===== config.mk =====
export PLATFORM = sky130hd
export DESIGN_NAME = fifo_wr_arbiter
export DESIGN_NICKNAME = d
export VERILOG_FILES = /design/src/rtl/fifo_wr_arbiter.sv
export SDC_FILE = /design/constraint.sdc
export NUM_CORES = 1
export LEC_CHECK = 0
export CELL_PAD_IN_SITES_DETAIL_PLACEMENT = 0
export CELL_PAD_IN_SITES_GLOBAL_PLACEMENT = 1
export CORE_UTILIZATION = 29
export DETAILED_ROUTE_END_ITERATION = 8
export HOLD_SLACK_MARGIN = 0.12
export PLACE_DENSITY_LB_ADDON = 0.1
export SLEW_MARGIN = 10
export SYNTH_ARGS = -nofsm -noshare
export SYNTH_HDL_FRONTEND = slang
export SYNTH_SLANG_ARGS = --single-unit

===== constraint.sdc =====
create_clock -name clk -period 4.4 [get_ports clk]
set_input_delay 0.88 -clock clk [delete_from_list [all_inputs] [get_ports clk]]
set_output_delay 0.88 -clock clk [all_outputs]
set_load 0.05 [all_outputs]

===== src/rtl/fifo_wr_arbiter.sv =====
// ============================================================================
// fifo_wr_arbiter : round-robin, burst-bounded write arbiter feeding one FIFO
// Revision        : 1.0
// ============================================================================
`timescale 1ns/1ps
`default_nettype none

module fifo_wr_arbiter #(
    parameter int N_REQ = 4,
    parameter int SIZE  = 8,
    parameter int BURST = 4,
    parameter int GW    = $clog2(N_REQ)
) (
    input  logic                    clk,
    input  logic                    rst,
    input  logic [N_REQ-1:0]        req_valid,
    input  logic [N_REQ*SIZE-1:0]   req_data,
    output logic [N_REQ-1:0]        req_ready,
    input  logic                    fifo_full,
    output logic                    fifo_enw,
    output logic [SIZE-1:0]         fifo_datain,
    output logic [GW-1:0]           grant_id,
    output logic                    busy
);

    localparam int             CW        = $clog2(BURST + 1);
    localparam logic [CW-1:0]  LAST_BEAT = CW'(BURST - 1);
    localparam logic [GW:0]    N_REQ_W   = (GW + 1)'(N_REQ);
    localparam logic [GW-1:0]  LAST_PORT = GW'(N_REQ - 1);

    localparam logic [0:0] IDLE  = 1'b0;
    localparam logic [0:0] GRANT = 1'b1;

    logic [0:0]    state_q,    state_d;
    logic [GW-1:0] grant_id_q, grant_id_d;
    logic [GW-1:0] rr_ptr_q,   rr_ptr_d;
    logic [CW-1:0] beat_cnt_q, beat_cnt_d;

    logic          w_found;
    logic [GW-1:0] w_pick;
    logic [GW:0]   w_idx;
    logic          w_gnt_valid;
    logic [GW-1:0] w_next_ptr;

    // Search starts at rr_ptr and wraps modulo N_REQ (N_REQ need not be a power of two).
    always_comb begin
        w_found = 1'b0;
        w_pick  = '0;
        w_idx   = '0;
        for (int k = 0; k < N_REQ; k++) begin
            w_idx = {1'b0, rr_ptr_q} + (GW + 1)'(k);
            if (w_idx >= N_REQ_W) begin
                w_idx = w_idx - N_REQ_W;
            end
            if (!w_found && req_valid[w_idx[GW-1:0]]) begin
                w_found = 1'b1;
                w_pick  = w_idx[GW-1:0];
            end
        end
    end

    assign w_gnt_valid = req_valid[grant_id_q];
    assign w_next_ptr  = (grant_id_q == LAST_PORT) ? '0 : grant_id_q + GW'(1);

    assign busy        = (state_q == GRANT);
    assign grant_id    = grant_id_q;
    assign fifo_enw    = busy & w_gnt_valid & ~fifo_full;
    assign req_ready   = (busy && !fifo_full) ? (N_REQ'(1) << grant_id_q) : '0;
    assign fifo_datain = req_data[grant_id_q*SIZE +: SIZE];

    always_comb begin
        state_d    = state_q;
        grant_id_d = grant_id_q;
        rr_ptr_d   = rr_ptr_q;
        beat_cnt_d = beat_cnt_q;
        case (state_q)
            IDLE: begin
                if (w_found) begin
                    grant_id_d = w_pick;
                    beat_cnt_d = '0;
                    state_d    = GRANT;
                end
            end
            GRANT: begin
                // A dropped valid ends the grant even while the FIFO is full.
                if (!w_gnt_valid || (fifo_enw && (beat_cnt_q == LAST_BEAT))) begin
                    state_d  = IDLE;
                    rr_ptr_d = w_next_ptr;
                end else if (fifo_enw) begin
                    beat_cnt_d = beat_cnt_q + CW'(1);
                end
            end
            default: begin
                state_d = IDLE;
            end
        endcase
    end

    always_ff @(posedge clk or negedge rst) begin
        if (!rst) begin
            state_q    <= IDLE;
            grant_id_q <= '0;
            rr_ptr_q   <= '0;
            beat_cnt_q <= '0;
        end else begin
            state_q    <= state_d;
            grant_id_q <= grant_id_d;
            rr_ptr_q   <= rr_ptr_d;
            beat_cnt_q <= beat_cnt_d;
        end
    end

endmodule

`default_nettype wire


==> results.sh, run 1 <==
export IMPL_place_detailed_hpwl_um=2050
export IMPL_crit_path_start="req_valid[2]"
export IMPL_grt_use_total=0.161
export IMPL_cp_arrival_ns=2.79
export IMPL_cp_max_fo=5
export IMPL_yosysTopAreaCellShare=0.237
export IMPL_io_buffers=54
export IMPL_setup_viol_count_final=0
export IMPL_synth_cell_types=36
export IMPL_cts_num_sinks=8
export IMPL_cts_resized=0
export IMPL_crit_path_frequent_cell="clkdlybuf4s50_1"
export IMPL_p_seq_frac=0.176
export IMPL_cts_buffer_depth=2
export IMPL_ir_drop_mv=0.327
export IMPL_grt_use_met3=0.0385
export IMPL_r2r_end="rr_ptr_q[1]"
export IMPL_maxSlewViolCount=0
export IMPL_clkLatencyLatePin_ns=0.24
export IMPL_drive_gt1_frac=0.0977
export IMPL_power_uw=897
export IMPL_slowest_delay_ns=0.83
export IMPL_rsz0062_at_grt="false"
export IMPL_core_area_um2=2830
export IMPL_drv_cap=0
export IMPL_violations="DRC"
export IMPL_p_per_area_nw_per_um2=607
export IMPL_root_buffer="clkbuf_4"
export IMPL_rows=19
export IMPL_busiest_layer="met2"
export IMPL_antenna_found_initial=0
export IMPL_layout_setup_ws_ns=0.731
export IMPL_crit_required_ns=3.52
export IMPL_cts_tree="yes"
export IMPL_worstPathCellList="clkdlybuf4s50_1 -> mux2_2 -> mux2i_4 -> nor3b_1 -> clkdlybuf4s50_1"
export IMPL_finalSetupTns_ns=0
export IMPL_globalRouteOverflowTotal=0
export IMPL_syn_avg_cell_area_um2=11.4
export IMPL_start_util=0.314
export IMPL_clock_power_share=0.058
export IMPL_dpl_worst_slack_ns=0.746
export IMPL_finalHoldViolCount=0
export IMPL_antenna_left=0
export IMPL_p_int_uw=439
export IMPL_min_path_type="reg -> reg"
export IMPL_htreeDepth=1
export IMPL_die_y_um=57.3
export IMPL_p_sw_frac=0.511
export IMPL_period_share=0.834
export IMPL_yosys_top_cells_area="mux4_1 (24%), dfrtp_1 (23%), ha_1 (8.5%)"
export IMPL_worst_r2r_setup_slack_ns=2.53
export IMPL_reg2reg_depth=4
export IMPL_path_class="in -> out"
export IMPL_final_nets=180
export IMPL_worst_slew_pin_slew_ns=0.849
export IMPL_crit_path_end_kind="output port"
export IMPL_grt_use_met2=0.281
export IMPL_yosysWarnings=0
export IMPL_timing_fmax_ghz=0.273
export IMPL_syn_num_nets=123
export IMPL_outcome="finished, violations left"
export IMPL_synth_seq_cells=8
export IMPL_netlist_area_um2=888
export IMPL_p_comb_frac=0.766
export IMPL_power_leakage_uw=0.000603
export IMPL_worst_r2r_startpoint="grant_id[1]"
export IMPL_wl_per_cell_um=15.2
export IMPL_drt_iter0_markers=38
export IMPL_dieWidth_um=57.3
export IMPL_relSlewSlack=0.429
export IMPL_drc_errors=10
export IMPL_finalClockSkew_ns=0.00254
export IMPL_viasPerCell=5.17
export IMPL_cts_buffers=3
export IMPL_ys_seq_area_frac=0.225
export IMPL_ios=55
export IMPL_syn_inst=78
export IMPL_yosysTopAreaCell="mux4_1"
export IMPL_grt_pass1_wl_um=4090
export IMPL_cp_slowest_cell="clkdlybuf4s50_1"
export IMPL_power_switching_uw=458
export IMPL_grt_use_met1=0.199
export IMPL_diodes=0
export IMPL_hold_buffers=0
export IMPL_grt_max_degree=17
export IMPL_hp_start="beat_cnt_q[2]"
export IMPL_gp_congestion=0.723
export IMPL_die_area_um2=3290
export IMPL_cp_start_kind="primary input"
export IMPL_wirelength_um=2490
export IMPL_dr_pass1_iters=6
export IMPL_num_vias=848
export IMPL_crit_end="fifo_enw"
export IMPL_clk_pin_slew_ns=0.05
export IMPL_grt_pass1_vias=861
export IMPL_post_cts_buffers=0
export IMPL_syn2layout_area_growth_pct=66.3
export IMPL_min_period_ns=3.67
[logic make-up (layout without fill, tap and decap cells)]
| group | Yosys count | count (layout) | synth area share |
|---|---|---|---|
| AOI/OAI and AO/OA | 17 | 17 | 0.145 |
| xor gates and xnor gates | 1 | 1 | 0.00986 |
| adders and majority gates | 6 | 6 | 0.0845 |
| buffers and inverters | 8 | 63 | 0.0437 |
| DFF | 8 | 8 | 0.225 |
| muxes | 15 | 15 | 0.342 |
| and+or+nand+nor | 23 | 23 | 0.149 |
[registers in the layout, indices dropped and copies added, names as in the netlist]
name        count
rr_ptr_q        2
grant_id        2
beat_cnt_q      3
busy            1
[cell usage in the layout (no fill, tap or decap), drive strengths merged]
| cell type | Yosys | routed |
|---|---|---|
| a2111o | 1 | 1 |
| a21boi | 1 | 1 |
| a21o | 1 | 1 |
| a21oi | 1 | 1 |
| a22o | 1 | 1 |
| a22oi | 2 | 2 |
| a31o | 1 | 1 |
| a31oi | 1 | 1 |
| and2 | 4 | 4 |
| and3 | 2 | 2 |
| buf | 2 | 1 |
| clkbuf | 1 | 3 |
| clkdlybuf4s50 | 0 | 54 |
| dfrtp | 8 | 8 |
| ha | 6 | 6 |
| inv | 5 | 5 |
| mux2 | 3 | 3 |
| mux2i | 4 | 4 |
| mux4 | 8 | 8 |
| nand2 | 1 | 1 |
| nand2b | 3 | 3 |
| nand3 | 1 | 1 |
| nand3b | 1 | 1 |
| nor2 | 6 | 6 |
| nor2b | 1 | 1 |
| nor3 | 1 | 1 |
| nor3b | 2 | 2 |
| nor4 | 1 | 1 |
| o21a | 1 | 1 |
| o21ai | 7 | 7 |
| xnor2 | 1 | 1 |
[cell type report]
cell class                 instances  area (um2)
inverter                           5        18.8
tap                               31        38.8
clock buffer                       3        22.5
multi-input combinational         62         649
timing repair buffer              55         548
fill                             267        1350
sequential                         8         200
[synthesized netlist by cell type]
library cell,n
o21ai_2,1
dfrtp_1,8
a31o_2,1
and3_1,1
xnor2_1,1
nand2b_1,3
and3_4,1
o21a_4,1
a21o_1,1
a21boi_0,1
inv_1,5
a2111o_1,1
nor3b_1,2
clkbuf_1,1
ha_1,6
mux4_1,8
and2_1,4
a31oi_1,1
nand2_1,1
mux2i_4,1
o21ai_0,6
mux2i_1,3
a22oi_1,1
nor2_1,6
buf_6,1
a22oi_2,1
mux2_2,1
nand3b_1,1
mux2_4,2
buf_2,1
nor2b_1,1
a21oi_1,1
a22o_1,1
nor4_1,1
nor3_1,1
nand3_1,1
[power groups by stage]
| stage | registers [uW] | logic, uW | clock network [uW] |
|---|---|---|---|
| floorplan | 182 | 469 | 0 |
| global placement | 160 | 691 | 0 |
| detailed placement | 160 | 692 | 0 |
| CTS | 159 | 694 | 55.1 |
| global route | 166 | 733 | 58.2 |
| finish | 158 | 687 | 51.9 |
[worst max-delay path: cells and delay by family]
kind | cells | cell delay (ns)
multiplexers | 2 | 0.34
buffers and inverters | 2 | 1.38
AND/OR/NAND/NOR | 1 | 0.19
[through the flow]
step / std cells / instance area, um2 / hold WS (ns) / util
2_1_floorplan: 78 / 888 / 0.520 / -
3_3_place_gp: 161 / 1460 / 0.544 / 0.514
3_5_place_dp: 161 / 1460 / 0.556 / 0.514
4_1_cts: 164 / 1480 / 0.565 / 0.522
5_1_grt: 164 / 1480 / 0.599 / 0.522
6_report: 164 / 1480 / 0.558 / 0.522
[per-layer routing]
| metal | wire length, um | share of wire | vias to the layer above |
|---|---|---|---|
| met2 | 1150 | 0.46 | 45 |
| met5 | 0 | 0 | - |
| met3 | 255 | 0.10 | 0 |
| met1 | 1080 | 0.43 | 389 |
| met4 | 0 | 0 | 0 |
| li1 | - | - | 414 |
[worst min path at each step]
stage | end | cells after the start
2_1_floorplan | beat_cnt_q[2] | 2
3_3_place_gp | beat_cnt_q[2] | 2
3_5_place_dp | beat_cnt_q[0] | 1
4_1_cts | beat_cnt_q[2] | 2
5_1_grt | beat_cnt_q[2] | 2
6_report | beat_cnt_q[2] | 2
Power figures use the tool's default switching activity.
==> run 2: changes to the inputs <==
CORE_UTILIZATION = 24   (was 29)
clock period = 3 ns   (was 4.4 ns; I/O delays follow)
==> results.sh, run 2 (synthesis results as in run 1) <==
export IMPL_multi_input_area_um2=649
export IMPL_dr_pass1_iters=4
export IMPL_cp_max_fo=5
export IMPL_rsz0062_at_grt="false"
export IMPL_drc_errors=0
export IMPL_cts_buffers=3
export IMPL_final_nets=182
export IMPL_setup_viol_count_final=0
export IMPL_antenna_left=0
export IMPL_die_area_um2=3950
export IMPL_cts_resized=0
export IMPL_p_sw_frac=0.498
export IMPL_grt_pass1_wl_um=4270
export IMPL_grt_pass1_vias=864
export IMPL_ir_drop_mv=0.430
export IMPL_dieWidth_um=62.8
export IMPL_maxSlewViolCount=0
export IMPL_root_buffer="clkbuf_8"
export IMPL_start_util=0.258
export IMPL_wirelength_um=2680
export IMPL_relSlewSlack=0.668
export IMPL_finalSetupTns_ns=0
export IMPL_min_path_type="reg -> reg"
export IMPL_worst_slew_pin_slew_ns=0.496
export IMPL_antenna_found_initial=0
export IMPL_globalRouteOverflowTotal=0
export IMPL_num_vias=867
export IMPL_drive_gt1_frac=0.207
export IMPL_crit_required_ns=2.40
export IMPL_ios=55
export IMPL_regMostFlops="beat_cnt_q"
export IMPL_cts_buffer_depth=2
export IMPL_hold_buffers=0
export IMPL_period_share=0.884
export IMPL_min_period_ns=2.65
export IMPL_clk_pin_slew_ns=0.04
export IMPL_wl_per_cell_um=14.8
export IMPL_regArea_um2=200
export IMPL_htreeDepth=1
export IMPL_cts_num_sinks=8
export IMPL_p_int_uw=708
export IMPL_die_y_um=62.8
export IMPL_core_area_um2=3440
export IMPL_drv_cap=0
export IMPL_crit_path_end_kind="output port"
export IMPL_p_seq_frac=0.161
export IMPL_syn2layout_area_growth_pct=75.6
export IMPL_clock_power_share=0.090
export IMPL_io_buffers=54
export IMPL_cts_tree="yes"
export IMPL_grt_use_total=0.140
export IMPL_clkLatencyLatePin_ns=0.23
export IMPL_path_class="in -> out"
export IMPL_mostFrequentLayoutCell="clkdlybuf4s50_1"
export IMPL_gp_congestion=0.806
export IMPL_layout_setup_ws_ns=0.349
export IMPL_finalClockSkew_ns=0.00449
export IMPL_rows=21
export IMPL_mostFrequentLayoutCells="clkdlybuf4s50_1 (41), buf_4 (11), mux4_1 (8), dfrtp_1 (8)"
export IMPL_power_leakage_uw=0.000653
export IMPL_cp_start_kind="primary input"
export IMPL_largest_reg_flops=3
export IMPL_timing_fmax_ghz=0.377
export IMPL_p_comb_frac=0.749
export IMPL_cp_arrival_ns=2.05
export IMPL_post_cts_buffers=0
export IMPL_grt_max_degree=16
export IMPL_p_per_area_nw_per_um2=904
export IMPL_outcome="complete, no violations"
export IMPL_diodes=0
export IMPL_dpl_worst_slack_ns=0.382
export IMPL_power_switching_uw=702
export IMPL_worst_r2r_setup_slack_ns=1.24
export IMPL_place_detailed_hpwl_um=2220
export IMPL_nFillCells=316
export IMPL_viasPerCell=4.79
export IMPL_drt_iter0_markers=20
export IMPL_finalHoldViolCount=0
-- run 2: worst max-delay path, cell delays in order --
cell	delay (ns)
clkdlybuf4s50_1	0.56
mux2_2	0.26
mux2i_4	0.09
nor3b_1	0.35
buf_12	0.19
-- run 2: layout make-up --
class,count,area share
Clock buffer,3,0.0265
Inverter,5,0.0120
Multi-Input combinational cell,62,0.416
Sequential cell,8,0.128
Tap cell,46,0.0369
Timing Repair Buffer,57,0.380
-- run 2: power groups by stage --
stage	clock [uW]	combinational [uW]	sequential, uW
final	127	1060	227
after global routing	135	1120	239
after CTS	130	1060	230
after detailed placement	0	1060	231
after global placement	0	1070	230
after floorplan	0	687	267
-- run 2: path summary, 6_finish.rpt --
check                      cells after the start          start             to
max in group asynchronous                      1            rst  beat_cnt_q[2]
min                                            1  beat_cnt_q[0]  beat_cnt_q[0]
max reg2reg                                    4    grant_id[1]    rr_ptr_q[1]
max                                            5   req_valid[2]       fifo_enw
min reg2reg                                    1  beat_cnt_q[0]  beat_cnt_q[0]
min in group asynchronous                      1            rst    grant_id[1]
-- run 2: metal layers --
layer,GRT usage,vias to the layer above,routed length [um]
met5,0,-,0
met4,0.0349,0,0
met3,0.0201,0,108
met2,0.274,35,1440
met1,0.155,414,1140
li1,-,418,-
-- run 2: stage by stage --
stage	cells	instance area [um2]	hold WS [ns]	total power, uW	utilization
global placement	178	1520	0.531	1300	0.441
finish	181	1560	0.576	1410	0.453
floorplan	78	888	0.304	955	-
global route	181	1560	0.610	1490	0.453
detailed placement	178	1520	0.570	1290	0.441
CTS	181	1560	0.581	1420	0.453
==> run 3: changes to the inputs <==
CTS_CLUSTER_SIZE = 28   (was unset)
==> results of run 3 <==
The final DEF is identical to that of run 2; final timing and power are the same.
